## config.mk

```make
export PLATFORM = sky130hd
export DESIGN_NAME = rename_regfile_flat
export DESIGN_NICKNAME = d
export VERILOG_FILES = /design/src/rtl/rename_regfile_pkg.sv /design/src/rtl/rename_regfile_if.sv /design/src/rtl/rename_regfile_read_port.sv /design/src/rtl/rename_regfile.sv /design/src/flat_wrapper.sv
export SDC_FILE = /design/constraint.sdc
export NUM_CORES = 2
export LEC_CHECK = 0
export CAP_MARGIN = 15
export CORE_ASPECT_RATIO = 2
export CORE_MARGIN = 4
export CORE_UTILIZATION = 60
export DETAILED_ROUTE_END_ITERATION = 12
export HOLD_SLACK_MARGIN = 0.08
export PLACE_DENSITY = 0.77
export SETUP_SLACK_MARGIN = 0.3
export SYNTH_ARGS = -nofsm -noshare
export SYNTH_HDL_FRONTEND = slang
export SYNTH_SLANG_ARGS = --single-unit
```

## constraint.sdc

```tcl
create_clock -name clk -period 82.1 [get_ports clk]
set_input_delay 8.21 -clock clk [delete_from_list [all_inputs] [get_ports clk]]
set_output_delay 8.21 -clock clk [all_outputs]
set_load 0.02 [all_outputs]
```

## src/rtl/rename_regfile_pkg.sv

```systemverilog
// rf_pkg: shared defaults and types for the rename register file.
// Contents: default NREG/XLEN/TAG_W, ROB tag type, operand-bundle type.
package rf_pkg;
    localparam int DEF_NREG  = 32;
    localparam int DEF_XLEN  = 32;
    localparam int DEF_TAG_W = 4;
    localparam int DEF_IDX_W = $clog2(DEF_NREG);
    typedef logic [DEF_TAG_W-1:0] tag_t;
    typedef struct packed {
        logic [DEF_XLEN-1:0] v1;
        logic [DEF_XLEN-1:0] v2;
        tag_t                q1;
        tag_t                q2;
        logic                busy1;
        logic                busy2;
        tag_t                tag;
    } op_bundle_t;
endpackage

```

## src/rtl/rename_regfile_if.sv

```systemverilog
// rename_regfile_if: dispatch, commit and operand-bundle signals of the rename register file.
// master: decoder/ROB/RS side (drives flush, disp_*, cm_*, op_ready).
// slave:  register file side (drives disp_ready, op_*).
interface rename_regfile_if
    import rf_pkg::*;
#(
    parameter int NREG  = DEF_NREG,
    parameter int XLEN  = DEF_XLEN,
    parameter int TAG_W = DEF_TAG_W
);
    localparam int IDX_W = $clog2(NREG);
    logic             flush;
    logic             disp_valid;
    logic             disp_ready;
    logic [IDX_W-1:0] disp_rs1;
    logic [IDX_W-1:0] disp_rs2;
    logic [IDX_W-1:0] disp_rd;
    logic [TAG_W-1:0] disp_tag;
    logic             cm_valid;
    logic [IDX_W-1:0] cm_rd;
    logic [TAG_W-1:0] cm_tag;
    logic [XLEN-1:0]  cm_data;
    logic             op_valid;
    logic             op_ready;
    logic [XLEN-1:0]  op_v1;
    logic [XLEN-1:0]  op_v2;
    logic [TAG_W-1:0] op_q1;
    logic [TAG_W-1:0] op_q2;
    logic             op_busy1;
    logic             op_busy2;
    logic [TAG_W-1:0] op_tag;
    modport master (
        output flush, disp_valid, disp_rs1, disp_rs2, disp_rd, disp_tag,
        output cm_valid, cm_rd, cm_tag, cm_data, op_ready,
        input  disp_ready, op_valid, op_v1, op_v2, op_q1, op_q2, op_busy1, op_busy2, op_tag
    );
    modport slave (
        input  flush, disp_valid, disp_rs1, disp_rs2, disp_rd, disp_tag,
        input  cm_valid, cm_rd, cm_tag, cm_data, op_ready,
        output disp_ready, op_valid, op_v1, op_v2, op_q1, op_q2, op_busy1, op_busy2, op_tag
    );
endinterface

```

## src/rtl/rename_regfile_read_port.sv

```systemverilog
// rf_read_port: one source-operand lookup (index -> value/busy/tag) against the rename state.
// Ports: idx in; values/busys/tags register state in; cm_valid/cm_rd/cm_tag commit in;
//        v/b/q operand out. With RF_COMMIT_BYPASS_EN: cm_data in, a matching same-cycle
//        commit is forwarded. Without it: hazard out flags that same match so dispatch stalls.
module rf_read_port
    import rf_pkg::*;
#(
    parameter int NREG  = DEF_NREG,
    parameter int XLEN  = DEF_XLEN,
    parameter int TAG_W = DEF_TAG_W,
    parameter int IDX_W = $clog2(NREG)
) (
    input  logic [IDX_W-1:0] idx,
    input  logic [XLEN-1:0]  values [NREG],
    input  logic [NREG-1:0]  busys,
    input  logic [TAG_W-1:0] tags [NREG],
    input  logic             cm_valid,
    input  logic [IDX_W-1:0] cm_rd,
    input  logic [TAG_W-1:0] cm_tag,
`ifdef RF_COMMIT_BYPASS_EN
    input  logic [XLEN-1:0]  cm_data,
`else
    output logic             hazard,
`endif
    output logic [XLEN-1:0]  v,
    output logic             b,
    output logic [TAG_W-1:0] q
);
    logic hit;
    // the commit retiring exactly the producer this source is waiting on
    always_comb hit = cm_valid && cm_rd == idx && idx != '0 && busys[idx] && cm_tag == tags[idx];
    always_comb q = tags[idx];
`ifdef RF_COMMIT_BYPASS_EN
    always_comb v = hit ? cm_data : values[idx];
    always_comb b = busys[idx] && !hit;
`else
    always_comb v = values[idx];
    always_comb b = busys[idx];
    always_comb hazard = hit;
`endif
endmodule

```

## src/rtl/rename_regfile.sv

```systemverilog
// rename_regfile: architectural register file with rename (busy/tag) state and a one-entry operand output register.
// Ports: clk, rst (async active-high); bus (rename_regfile_if.slave) carrying flush,
//        dispatch (disp_*), commit (cm_*) and operand bundle (op_*) signals.
// Config: RF_COMMIT_BYPASS_EN forwards a same-cycle matching commit into the operands;
//         undefined, such a dispatch stalls one cycle instead.
module rename_regfile
    import rf_pkg::*;
#(
    parameter int NREG  = DEF_NREG,
    parameter int XLEN  = DEF_XLEN,
    parameter int TAG_W = DEF_TAG_W
) (
    input  logic             clk,
    input  logic             rst,
    rename_regfile_if.slave  bus
);
    localparam int IDX_W = $clog2(NREG);
    logic [XLEN-1:0]  value [NREG];
    logic [TAG_W-1:0] tag [NREG];
    logic [NREG-1:0]  busy;
    logic [XLEN-1:0]  v1, v2;
    logic [TAG_W-1:0] q1, q2;
    logic             b1, b2, fire, stall;
`ifndef RF_COMMIT_BYPASS_EN
    logic             hz1, hz2;
`endif
    rf_read_port #(.NREG(NREG), .XLEN(XLEN), .TAG_W(TAG_W)) u_rs1 (
        .idx(bus.disp_rs1), .values(value), .busys(busy), .tags(tag),
        .cm_valid(bus.cm_valid), .cm_rd(bus.cm_rd), .cm_tag(bus.cm_tag),
`ifdef RF_COMMIT_BYPASS_EN
        .cm_data(bus.cm_data),
`else
        .hazard(hz1),
`endif
        .v(v1), .b(b1), .q(q1)
    );
    rf_read_port #(.NREG(NREG), .XLEN(XLEN), .TAG_W(TAG_W)) u_rs2 (
        .idx(bus.disp_rs2), .values(value), .busys(busy), .tags(tag),
        .cm_valid(bus.cm_valid), .cm_rd(bus.cm_rd), .cm_tag(bus.cm_tag),
`ifdef RF_COMMIT_BYPASS_EN
        .cm_data(bus.cm_data),
`else
        .hazard(hz2),
`endif
        .v(v2), .b(b2), .q(q2)
    );
`ifdef RF_COMMIT_BYPASS_EN
    always_comb stall = 1'b0;
`else
    // without forwarding, accepting now would capture a tag that is retiring this very cycle
    always_comb stall = hz1 || hz2;
`endif
    always_comb bus.disp_ready = !bus.flush && (!bus.op_valid || bus.op_ready) && !stall;
    always_comb fire = bus.disp_valid && bus.disp_ready;
    // x0 is never written, so it keeps its reset value 0 and is never busy
    always_ff @(posedge clk or posedge rst) begin
        if (rst) begin
            busy <= '0;
            for (int i = 0; i < NREG; i++) begin
                value[i] <= '0;
                tag[i]   <= '0;
            end
        end else begin
            for (int i = 1; i < NREG; i++) begin
                if (bus.cm_valid && bus.cm_rd == IDX_W'(i))
                    value[i] <= bus.cm_data;
                // rename has priority over a same-cycle commit of the older producer
                if (bus.flush)
                    busy[i] <= 1'b0;
                else if (fire && bus.disp_rd == IDX_W'(i)) begin
                    busy[i] <= 1'b1;
                    tag[i]  <= bus.disp_tag;
                end else if (bus.cm_valid && bus.cm_rd == IDX_W'(i) && bus.cm_tag == tag[i])
                    busy[i] <= 1'b0;
            end
        end
    end
    always_ff @(posedge clk or posedge rst) begin
        if (rst) begin
            bus.op_valid <= 1'b0;
            bus.op_v1    <= '0;
            bus.op_v2    <= '0;
            bus.op_q1    <= '0;
            bus.op_q2    <= '0;
            bus.op_busy1 <= 1'b0;
            bus.op_busy2 <= 1'b0;
            bus.op_tag   <= '0;
        end else if (bus.flush)
            bus.op_valid <= 1'b0;
        else if (fire) begin
            bus.op_valid <= 1'b1;
            bus.op_v1    <= v1;
            bus.op_v2    <= v2;
            bus.op_q1    <= q1;
            bus.op_q2    <= q2;
            bus.op_busy1 <= b1;
            bus.op_busy2 <= b2;
            bus.op_tag   <= bus.disp_tag;
        end else if (bus.op_ready)
            bus.op_valid <= 1'b0;
    end
endmodule

```

## src/flat_wrapper.sv

```systemverilog
// flat-port wrapper written by rule: the top's interface ports become plain ports
module rename_regfile_flat import rf_pkg::*;
#(
    parameter int NREG  = DEF_NREG,
    parameter int XLEN  = DEF_XLEN,
    parameter int TAG_W = DEF_TAG_W
)
  (clk, rst, bus_flush, bus_disp_valid, bus_disp_rs1, bus_disp_rs2, bus_disp_rd, bus_disp_tag, bus_cm_valid, bus_cm_rd, bus_cm_tag, bus_cm_data, bus_op_ready, bus_disp_ready, bus_op_valid, bus_op_v1, bus_op_v2, bus_op_q1, bus_op_q2, bus_op_busy1, bus_op_busy2, bus_op_tag);
  rename_regfile_if #(.NREG(NREG), .XLEN(XLEN), .TAG_W(TAG_W)) bus_i ();
  input  logic clk;
  input  logic rst;
  input wire logic [$bits(bus_i.flush)-1:0] bus_flush;
  input wire logic [$bits(bus_i.disp_valid)-1:0] bus_disp_valid;
  input wire logic [$bits(bus_i.disp_rs1)-1:0] bus_disp_rs1;
  input wire logic [$bits(bus_i.disp_rs2)-1:0] bus_disp_rs2;
  input wire logic [$bits(bus_i.disp_rd)-1:0] bus_disp_rd;
  input wire logic [$bits(bus_i.disp_tag)-1:0] bus_disp_tag;
  input wire logic [$bits(bus_i.cm_valid)-1:0] bus_cm_valid;
  input wire logic [$bits(bus_i.cm_rd)-1:0] bus_cm_rd;
  input wire logic [$bits(bus_i.cm_tag)-1:0] bus_cm_tag;
  input wire logic [$bits(bus_i.cm_data)-1:0] bus_cm_data;
  input wire logic [$bits(bus_i.op_ready)-1:0] bus_op_ready;
  output wire logic [$bits(bus_i.disp_ready)-1:0] bus_disp_ready;
  output wire logic [$bits(bus_i.op_valid)-1:0] bus_op_valid;
  output wire logic [$bits(bus_i.op_v1)-1:0] bus_op_v1;
  output wire logic [$bits(bus_i.op_v2)-1:0] bus_op_v2;
  output wire logic [$bits(bus_i.op_q1)-1:0] bus_op_q1;
  output wire logic [$bits(bus_i.op_q2)-1:0] bus_op_q2;
  output wire logic [$bits(bus_i.op_busy1)-1:0] bus_op_busy1;
  output wire logic [$bits(bus_i.op_busy2)-1:0] bus_op_busy2;
  output wire logic [$bits(bus_i.op_tag)-1:0] bus_op_tag;
  assign bus_i.flush = bus_flush;
  assign bus_i.disp_valid = bus_disp_valid;
  assign bus_i.disp_rs1 = bus_disp_rs1;
  assign bus_i.disp_rs2 = bus_disp_rs2;
  assign bus_i.disp_rd = bus_disp_rd;
  assign bus_i.disp_tag = bus_disp_tag;
  assign bus_i.cm_valid = bus_cm_valid;
  assign bus_i.cm_rd = bus_cm_rd;
  assign bus_i.cm_tag = bus_cm_tag;
  assign bus_i.cm_data = bus_cm_data;
  assign bus_i.op_ready = bus_op_ready;
  assign bus_disp_ready = bus_i.disp_ready;
  assign bus_op_valid = bus_i.op_valid;
  assign bus_op_v1 = bus_i.op_v1;
  assign bus_op_v2 = bus_i.op_v2;
  assign bus_op_q1 = bus_i.op_q1;
  assign bus_op_q2 = bus_i.op_q2;
  assign bus_op_busy1 = bus_i.op_busy1;
  assign bus_op_busy2 = bus_i.op_busy2;
  assign bus_op_tag = bus_i.op_tag;
  rename_regfile #(.NREG(NREG), .XLEN(XLEN), .TAG_W(TAG_W)) u_core (.clk(clk), .rst(rst), .bus(bus_i));
endmodule
```

-- After elaboration in Yosys (flattened, before gate mapping)
Index checks and enable logic that the tools add are counted.
- register bits: 1226
- output and inout port bits: 80
- magnitude comparators: 4
- equal/unequal tests: 97
- muxes and demuxes: 112
- bitwise operators: 3
- reductions and logical operators: 175
- operator list (kind ; count):
    $bmux W32 S5 ; 2
    $eq A5 B5 Y1 const B ; 32
    $eq A4 B4 Y1 ; 33
    $mux W32 ; 4
    $logic_and A1 B1 Y1 ; 104
    $mux W1 ; 98
    $reduce_bool A3 Y1 ; 32
    $eq A5 B4 Y1 const B ; 16
    $reduce_and A2 Y1 ; 32
    $bmux W4 S5 ; 2
    $eq A5 B3 Y1 const B ; 8
    $eq A5 B2 Y1 const B ; 4
    $mux W4 ; 4
    $ge A6 B6 Y1 const B ; 2
    $lt A5 B6 Y1 const B ; 2
    $not A5 Y6 ; 2
    $bmux W1 S5 ; 2
    $eq A5 B1 Y1 const B ; 2
    $eq A5 B5 Y1 ; 2
    $reduce_bool A5 Y1 ; 2
    $logic_not A1 Y1 ; 3
    $logic_or A1 B1 Y1 ; 2
    $not A1 Y1 ; 1

-- Depth between registers and ports, before layout
- word-level depth: 13
- mapped depth: 15

-- Cells and area by module
A second synthesis with hierarchy kept.
- cell total of the unflattened synthesis: 4457
- area, all modules: 66636.4 sq um
- modules (own cells, without submodules) (module ; times used ; cells an instance ; area an instance (sq um) ; seq. area each (sq um)):
    rename_regfile ; 1 ; 3165 ; 47555.6 ; 30679.4
    rf_read_port ; 2 ; 646 ; 9540.4 ; 0.0

-- Worst setup path after synthesis
No wires, ideal clock.
- path kind: input -> output
- from: in bus_disp_rs2[0]
- to: out bus_disp_ready
- arrival: 10.666 ns
- required time: 73.890 ns
- slack: 63.224 ns
- cell stages on the path: 11
- buffers on the path: 3
- cell sequence: buf_6 -> mux4_1 -> mux2_2 -> a32o_1 -> nor3_4 -> xor2_1 -> and4_1 -> a32oi_2 -> buf_6 -> buf_8 -> and2_1
- cells in the longest elaborated chain, start to end: 9
- elaborated cells on any way between the ends: 16
- RTL lines (element ; line ; RTL):
    start: declaration ; flat_wrapper.sv:15 ; input wire logic [$bits(bus_i.disp_rs2)-1:0] bus_disp_rs2;
    $not A5 Y6 (implied by the code) ; rename_regfile_read_port.sv:31 ; always_comb hit = cm_valid && cm_rd == idx && idx != '0 && busys[idx] && cm_tag == tags[idx];
    $bmux W4 S5 ; rename_regfile_read_port.sv:31 ;
    $mux W4 (implied by the code) (2 in series) ; rename_regfile_read_port.sv:31 ;
    $eq A4 B4 Y1 ; rename_regfile_read_port.sv:31 ;
    $logic_and A1 B1 Y1 (*) ; rename_regfile_read_port.sv:31 ;
    $logic_or A1 B1 Y1 (*) ; rename_regfile.sv:51 ; always_comb stall = hz1 || hz2;
    $logic_not A1 Y1 (*) ; rename_regfile.sv:53 ; always_comb bus.disp_ready = !bus.flush && (!bus.op_valid || bus.op_ready) && !stall;
    $logic_and A1 B1 Y1 (*) ; rename_regfile.sv:53 ;
    end: declaration ; flat_wrapper.sv:23 ; output wire logic [$bits(bus_i.disp_ready)-1:0] bus_disp_ready;
Mark *: on every way between the ends. The rest lies on a longest branch, timed or not. The select of a mux whose other input is x is not followed.

-- Final worst setup path
Ends and elaborated chain as after synthesis.

==> results.txt <==
- Timing would allow up to 46.33 MHz.
- The number of setup buffers added after CTS is 0.
- Tightest slew margin relative to the limit: 22.33%
* Clock network latency to the later pin of the worst-skew pair: 0.73 ns
* All-layer global routing usage: 36.54%
- # DRC: 0
* Total nets after synthesis: 4,394
- Die Area: 116,100 sq um
* Clock root buffer master: clkbuf_16
- Total CTS buffers: 108
- The run finished with clean final reports.
- After the first detailed-routing iteration, the DRC count stood at 3,633.
- Resize count post-CTS: 0
* Ratio of cells with drive above 1 in the final layout: 52.32%
- The number of hold violations in the final report came to 0.
- Including well taps, the total number of placed cells is 5,494.
- The wire-length estimate of the detail-placed layout is 126.1 mm.
* Sequential standard cell area: 30,680 sq um
- For this run, the register share of the synthesized area comes to 46.33%.
- In the final layout, the multi-input gates occupy 33,730 sq um.
- Peak supply drop: 0.02212 mV
- Antenna Nets Post-Route: 0
- For this design the ratio of total power to cell area is 24.51 nW/um^2.
* Hold WC Path Type: reg -> reg
- After layout, the design draws a total of 1.768 mW.
- The worst register-to-register path has a setup slack of 76.88 ns.
* Filler Cell Count: 7,704
- Nature of the critical path endpoint: primary output
- Fin Setup TNS: 0 ns
* Final max-slew violation count: 0
* Flip-flop cell with the highest count after synthesis: dfrtp_1
- Setup violations remaining at the end of the flow were counted as 0.
- Excluding fillers, the count of instances in the completed layout stands at 5,704.
- Counting flops with a built-in enable in the synthesized netlist gives 0.
* Setup WS pre-CTS: 60.39 ns
- The die is 242.9 um wide.
- The analysis attributes to cell leakage a power of 31.12 nW.
* Switching power: 0.5079 mW
* Maximum number of pins on one net before global-route repair: 161
- Category of the most critical setup path: in -> out
* Number of global-route vias before repair: 43,940
* RSZ-0062 raised after global routing: no
- Number of placed I/O pins: 146
- Clock transition at the register clock pins on the worst setup and hold paths after CTS: 0.06 ns
- Startpoint types: primary input
* Number of antenna violations at the first check in global routing: 16
* Worst Path Required: 73.89 ns
- After layout, the worst setup slack is 60.51 ns.
* Slew @ Worst Pin: 1.163 ns
- The final layout contains routed wiring with a total length of 209.6 mm.
- No sink is reached through more buffers than the 3 on the longest clock path.
- Detailed Routing Iterations Pass 1: 7
- The floorplan has 172 rows.
* Syn. warnings: 37
* Final Net Count: 4,280
- Clock group share of total power: 30.8%
- In this run, post-CTS hold repair placed 0 buffers.
- Maximum Capacitance Violations: 0
- Number of distinct standard cells referenced by the synthesized netlist: 63
- Largest fanout on the critical path: 48
- Grt ovf: 0
- Via density per instance: 7.307
* Starting Density: 60.33%
* Wire length of the first global-routing pass: 307.7 mm
- Die height: 477.8 um
* Total clock sinks: 1,226
* Post-Route Skew: 0.03101 ns
- Proportion of register bits with asynchronous set or reset after synthesis: 100.0%
* P_int: 1.260 mW
* Number of cells produced by synthesis: 4,328
- Cell area after synthesis: 66,220 sq um
* Shortest clock period the worst path allows after layout: 21.59 ns
* Clock tree from TritonCTS: built
- A synthesized cell averages 15.30 sq um.
- The share of total power dissipated in sequential elements is 46.4%.
- Sw Share: 28.73%
- Dividing the detail-routed wire length by the instance count gives 36.74 um.
* Area growth, synth to finish: 8.938%
- Total via count after detailed routing: 41,680
- CORE AREA: 109,800 sq um
- Power share of the combinational group: 22.8%
* Critical path data arrival time: 13.38 ns
- Port buffering added 145 buffers.
- Last weighted congestion value of the routability-driven placer: 1.001
- CTS H-Tree Depth: 3
- Synthesis inferred 1,226 register bits.
- The worst path uses 26.29% of the clock period.
* Worst hold slack across all endpoints: 0.5086 ns
[synthesized netlist by cell type (17+ instances only)]
master    instances  area [sq um]
a21oi_1          24         120.1
a221oi_1         17         148.9
a22o_1           21         183.9
buf_1            67         251.5
buf_2            65         325.3
clkbuf_1        297          1115
dfrtp_1        1226         30680
inv_1            22         82.58
mux2_2         1272         14320
mux2i_1         102          1021
mux4_2          612         13780
nand2_1         104         390.4
nand3_1          40         200.2
nor2_1           43         161.4
nor3_1           19         95.09
o21ai_0          43         215.2
xnor2_1          64         560.5
xor2_1           77         674.4
[critical path, stage by stage]
cell and delay [ns]:
buf_8 0.36, buf_4 0.68, buf_4 0.77, mux4_2 0.58, mux2_2 0.27, a32o_1 0.29
nor3_4 0.21, xor2_1 0.08, and4_1 0.30, a32oi_4 0.18, buf_4 0.54, and2_1 0.21
clkdlybuf4s50_1 0.60
[per-layer routing]
metal,up-vias,part of all wire (%),global-route usage [%]
met5,-,0.041,0
met4,16,9.0,25.51
met3,816,7.2,7.946
met2,2075,49,59.53
met1,22410,35,43.41
li1,16360,-,-
[final timing paths]
path,startpoint,to,depth (start not counted)
worst max register to register,u_core.tag[41],u_core.bus.op_v2[29],10
min in group asynchronous,rst,u_core.value[451],2
max in group asynchronous,rst,u_core.value[446],8
worst min-delay path,u_core.bus.op_q1[2],u_core.bus.op_q1[2],1
worst max-delay path,bus_disp_rs2[0],bus_disp_ready,13
worst min register to register,u_core.bus.op_q1[2],u_core.bus.op_q1[2],1
[cells by family (layout without fill, tap and decap cells)]
kind of cell	count (synthesis)	after routing	synth area share, %
mux	1998	1998	44.29
xor+xnor	141	141	1.865
flops	1226	1226	46.33
compound gates	177	177	1.908
buf+inv	476	454	3.076
other cells	0	6	0
simple gates	310	310	2.528
[power groups by stage]
stage,combinational [mW],clock [mW],sequential [mW]
6_report,0.404,0.544,0.820
2_1_floorplan,0.285,0,0.805
4_1_cts,0.405,0.552,0.815
5_1_grt,0.428,0.577,0.830
3_3_place_gp,0.394,0,0.816
3_5_place_dp,0.403,0,0.826
[cells in the final DEF, fill, tap and decap left out, drive strengths merged, types with 6 or more instances in the layout]
cell,instances
mux2,1281
dfrtp,1226
mux4,615
clkbuf,140
clkdlybuf4s50,127
nand2,104
mux2i,102
buf,100
xor2,77
xnor2,64
nand3,60
o21ai,44
nor2,43
clkinv,35
inv,29
a21oi,24
a22o,21
nor3,20
a221oi,17
nand2b,16
nor4,14
bufinv,14
nand4,13
a22oi,13
a2111oi,12
and3,11
o211ai,11
a31o,10
nor2b,9
clkinvlp,9
diode,6
a211oi,6
[cell type report]
cell class | instances | area share, %
clock inverters | 63 | 1.096
repair buffers | 228 | 2.926
well taps | 1392 | 2.414
flip-flops and latches | 1226 | 42.53
multi-input cells | 2626 | 46.76
clock buffers | 139 | 4.116
inverters | 24 | 0.1353
diodes | 6 | 0.02081
[registers in the layout (all words and copies together) (netlist names)]
name and cells:
u_core.bus.op_busy1 1, u_core.bus.op_busy2 1, u_core.bus.op_q1 4, u_core.bus.op_q2 4
u_core.bus.op_tag 4, u_core.bus.op_v1 32, u_core.bus.op_v2 32, u_core.bus.op_valid 1
u_core.busy 31, u_core.tag 124, u_core.value 992
[stage by stage]
stage               area (sq um)  utilization [%]
detailed placement         68340            62.26
finish                     72130            65.72
global placement           68340            62.26
floorplan                  66220                -
CTS                        72100            65.69
global route               72120            65.71
Note: power is estimated with default switching activity, not from simulation.
==> edit (config.mk and constraints unchanged) <==
Set the package constant `DEF_XLEN` to 24 (it was 32).
--- a/src/rtl/rename_regfile_pkg.sv
+++ b/src/rtl/rename_regfile_pkg.sv
@@ -4,3 +4,3 @@
     localparam int DEF_NREG  = 32;
-    localparam int DEF_XLEN  = 32;
+    localparam int DEF_XLEN  = 24;
     localparam int DEF_TAG_W = 4;
Interface: changed (resized bus_cm_data, bus_op_v1 and bus_op_v2); port bits go from 146 to 122. The function was not compared with the original's and may differ.
==> edit against the unedited design <==
Sequential cell count down 264. Clock skew up 0.0078 ns. Worst setup slack better by 0.43 ns. Hold slack worse by 0.00094 ns. Synthesized area down 21%. Non-clock buffer count down 36. Final area down 20%. Critical endpoint unchanged. Final cell count down 17%. Wire length down 18%. Total power down 21%.
==> edit: results (changes against the unedited design) <==
Drt
  – Routed WL: 173000 um (-18%)
  – Iter 0 DRT Violations: 3212 (-12%)
  – Met2 WL: 86900 um (-16%)
  – Routed met3 length: 12500 um (-17%)
  – Pre-antenna DRT Iters: 5 (-2)

GRT
  – Largest net degree at the start of global routing: 160 (-0.62%)
  – Vias in the first global route: 36900 (-16%)
  – GRT Util Overall: 0.378 (+0.0121)
  – Global-route wire length before repair: 253000 um (-18%)

Cells and area
  – Fillers: 6128 (-20%)
  – Fin nets: 3561 (-17%)
  – Max reg flops: 744 (-25%)
  – Layout cells sized above 1: 0.487 (-0.0360)
  – Final Non-Filler Cells: 4741 (-17%)
  – Top flop regs: u_core.value x744, u_core.tag x124, u_core.busy x31

Synthesis
  – Mux contribution to synthesized area: 0.429 (-0.0144)
  – Leading cell types by count after synthesis: dfrtp_1, mux2_2, mux4_2
  – Synth Area in Compound Gates: 0.0249 (+0.00583)
  – Synth cell types: 68 (+7.9%)
  – Sequential-to-total area share from yosys stat: 0.457 (-0.00598)
  – Mean Syn Cell Area: 14.7 um2 (-3.9%)
  – Main area contributors after synthesis: dfrtp_1, mux2_2, mux4_2

Setup path
  – Crit-path max FO: 68 (+42%)
  – Worst endpoint data arrival time: 12.94 ns (-0.44 ns)
  – CP peak stage delay: 0.70 ns (-0.07 ns)
  – Crit. Startpoint: bus_disp_rs1[0]
  – Reg-to-reg startpoint: u_core.tag[11]$_DFFE_PP0P_

Place
  – Area after detailed placement: 54400 um2 (-20%)
  – Port-buffer cells: 121 (-17%)
  – Cells after DPL: 4576 (-17%)
  – DP HPWL: 111000 um (-12%)
  – Routability cong.: 1.07 (+6.9%)
  – Setup WS pre-CTS: 60.98 ns (+0.584 ns)

Power and ir drop
  – Peak VDD IR: 0.0000214 V (-3.1%)
  – Sw frac: 0.290 (+0.00306)

Timing
  – Skew final: 0.0388 ns (+0.00777 ns)
  – Slew at the pin with the worst max-slew slack: 1.23 ns (+0.0706 ns)

Worst hold path
  – Hold wc startpoint: u_core.bus.op_v1[1]$_DFFE_PP0P_

CTS
  – Num CTS Buffers: 86 (-20%)

Run status
  – Run status: finished clean
-- edit: cell count changes in the layout (fill, tap and decap cells not counted), sizes merged, moves of 9 or more --
cell,change
nand2,+52
dfrtp,-264
buf,-13
a21oi,-10
mux2,-297
mux4,-155
clkbuf,-17
clkinv,-14
clkdlybuf4s50,-22
xor2,-9
nand4,+10
-- edit: final timing paths --
check	endpoint	depth (start not counted)	slack [ns]
worst max-delay path	bus_disp_ready	13	60.95
worst min-delay path	u_core.bus.op_v1[1]$_DFFE_PP0P_	1	0.51
worst max register to register	u_core.bus.op_v2[18]$_DFFE_PP0P_	11	77.51
worst min register to register	u_core.bus.op_v1[1]$_DFFE_PP0P_	1	0.51
max in group asynchronous	u_core.value[183]$_DFFE_PP0P_	4	71.27
min in group asynchronous	u_core.tag[49]$_DFFE_PP0P_	2	8.01
-- edit: cell families after synthesis --
kind of cell	count (synthesis)
compound gates	177
mux	1546
simple gates	375
buf+inv	382
flops	962
xor+xnor	137
-- edit: layer usage --
| layer | up-vias | global-route usage |
|---|---|---|
| met2 | 1854 | 0.629 |
| met3 | 656 | 0.0710 |
| met5 | - | 0 |
| met1 | 18200 | 0.424 |
| li1 | 13500 | - |
| met4 | 6 | 0.302 |
-- edit: stage by stage --
stage | util | hold WS [ns]
after floorplan | - | 0.487
after global placement | 0.626 | 0.489
after detailed placement | 0.626 | 0.493
after CTS | 0.661 | 0.508
after global routing | 0.661 | 0.525
final | 0.661 | 0.508
-- edit: area by class of cell --
type	count	area, um2	area share
multi-input combinational	2235	27100	0.471
sequential	962	24100	0.419
clock buffer	123	2540	0.0442
timing repair buffer	192	1750	0.0305
tap	1162	1450	0.0253
clock inverter	35	455	0.00793
inverter	26	109	0.00189
antenna	6	15.0	0.000261
-- edit: power by group through the flow --
stage	clock (mW)	sequential [mW]	combinational [mW]
6_report	0.433	0.642	0.319
5_1_grt	0.457	0.649	0.338
4_1_cts	0.438	0.637	0.320
3_5_place_dp	0	0.645	0.319
3_3_place_gp	0	0.634	0.308
2_1_floorplan	0	0.628	0.224
-- edit: critical path: cells and delay by family --
kind / cells / cell delay [ns]
buf+inv: 5 / 2.48
simple gates: 4 / 1.22
compound gates: 4 / 0.84
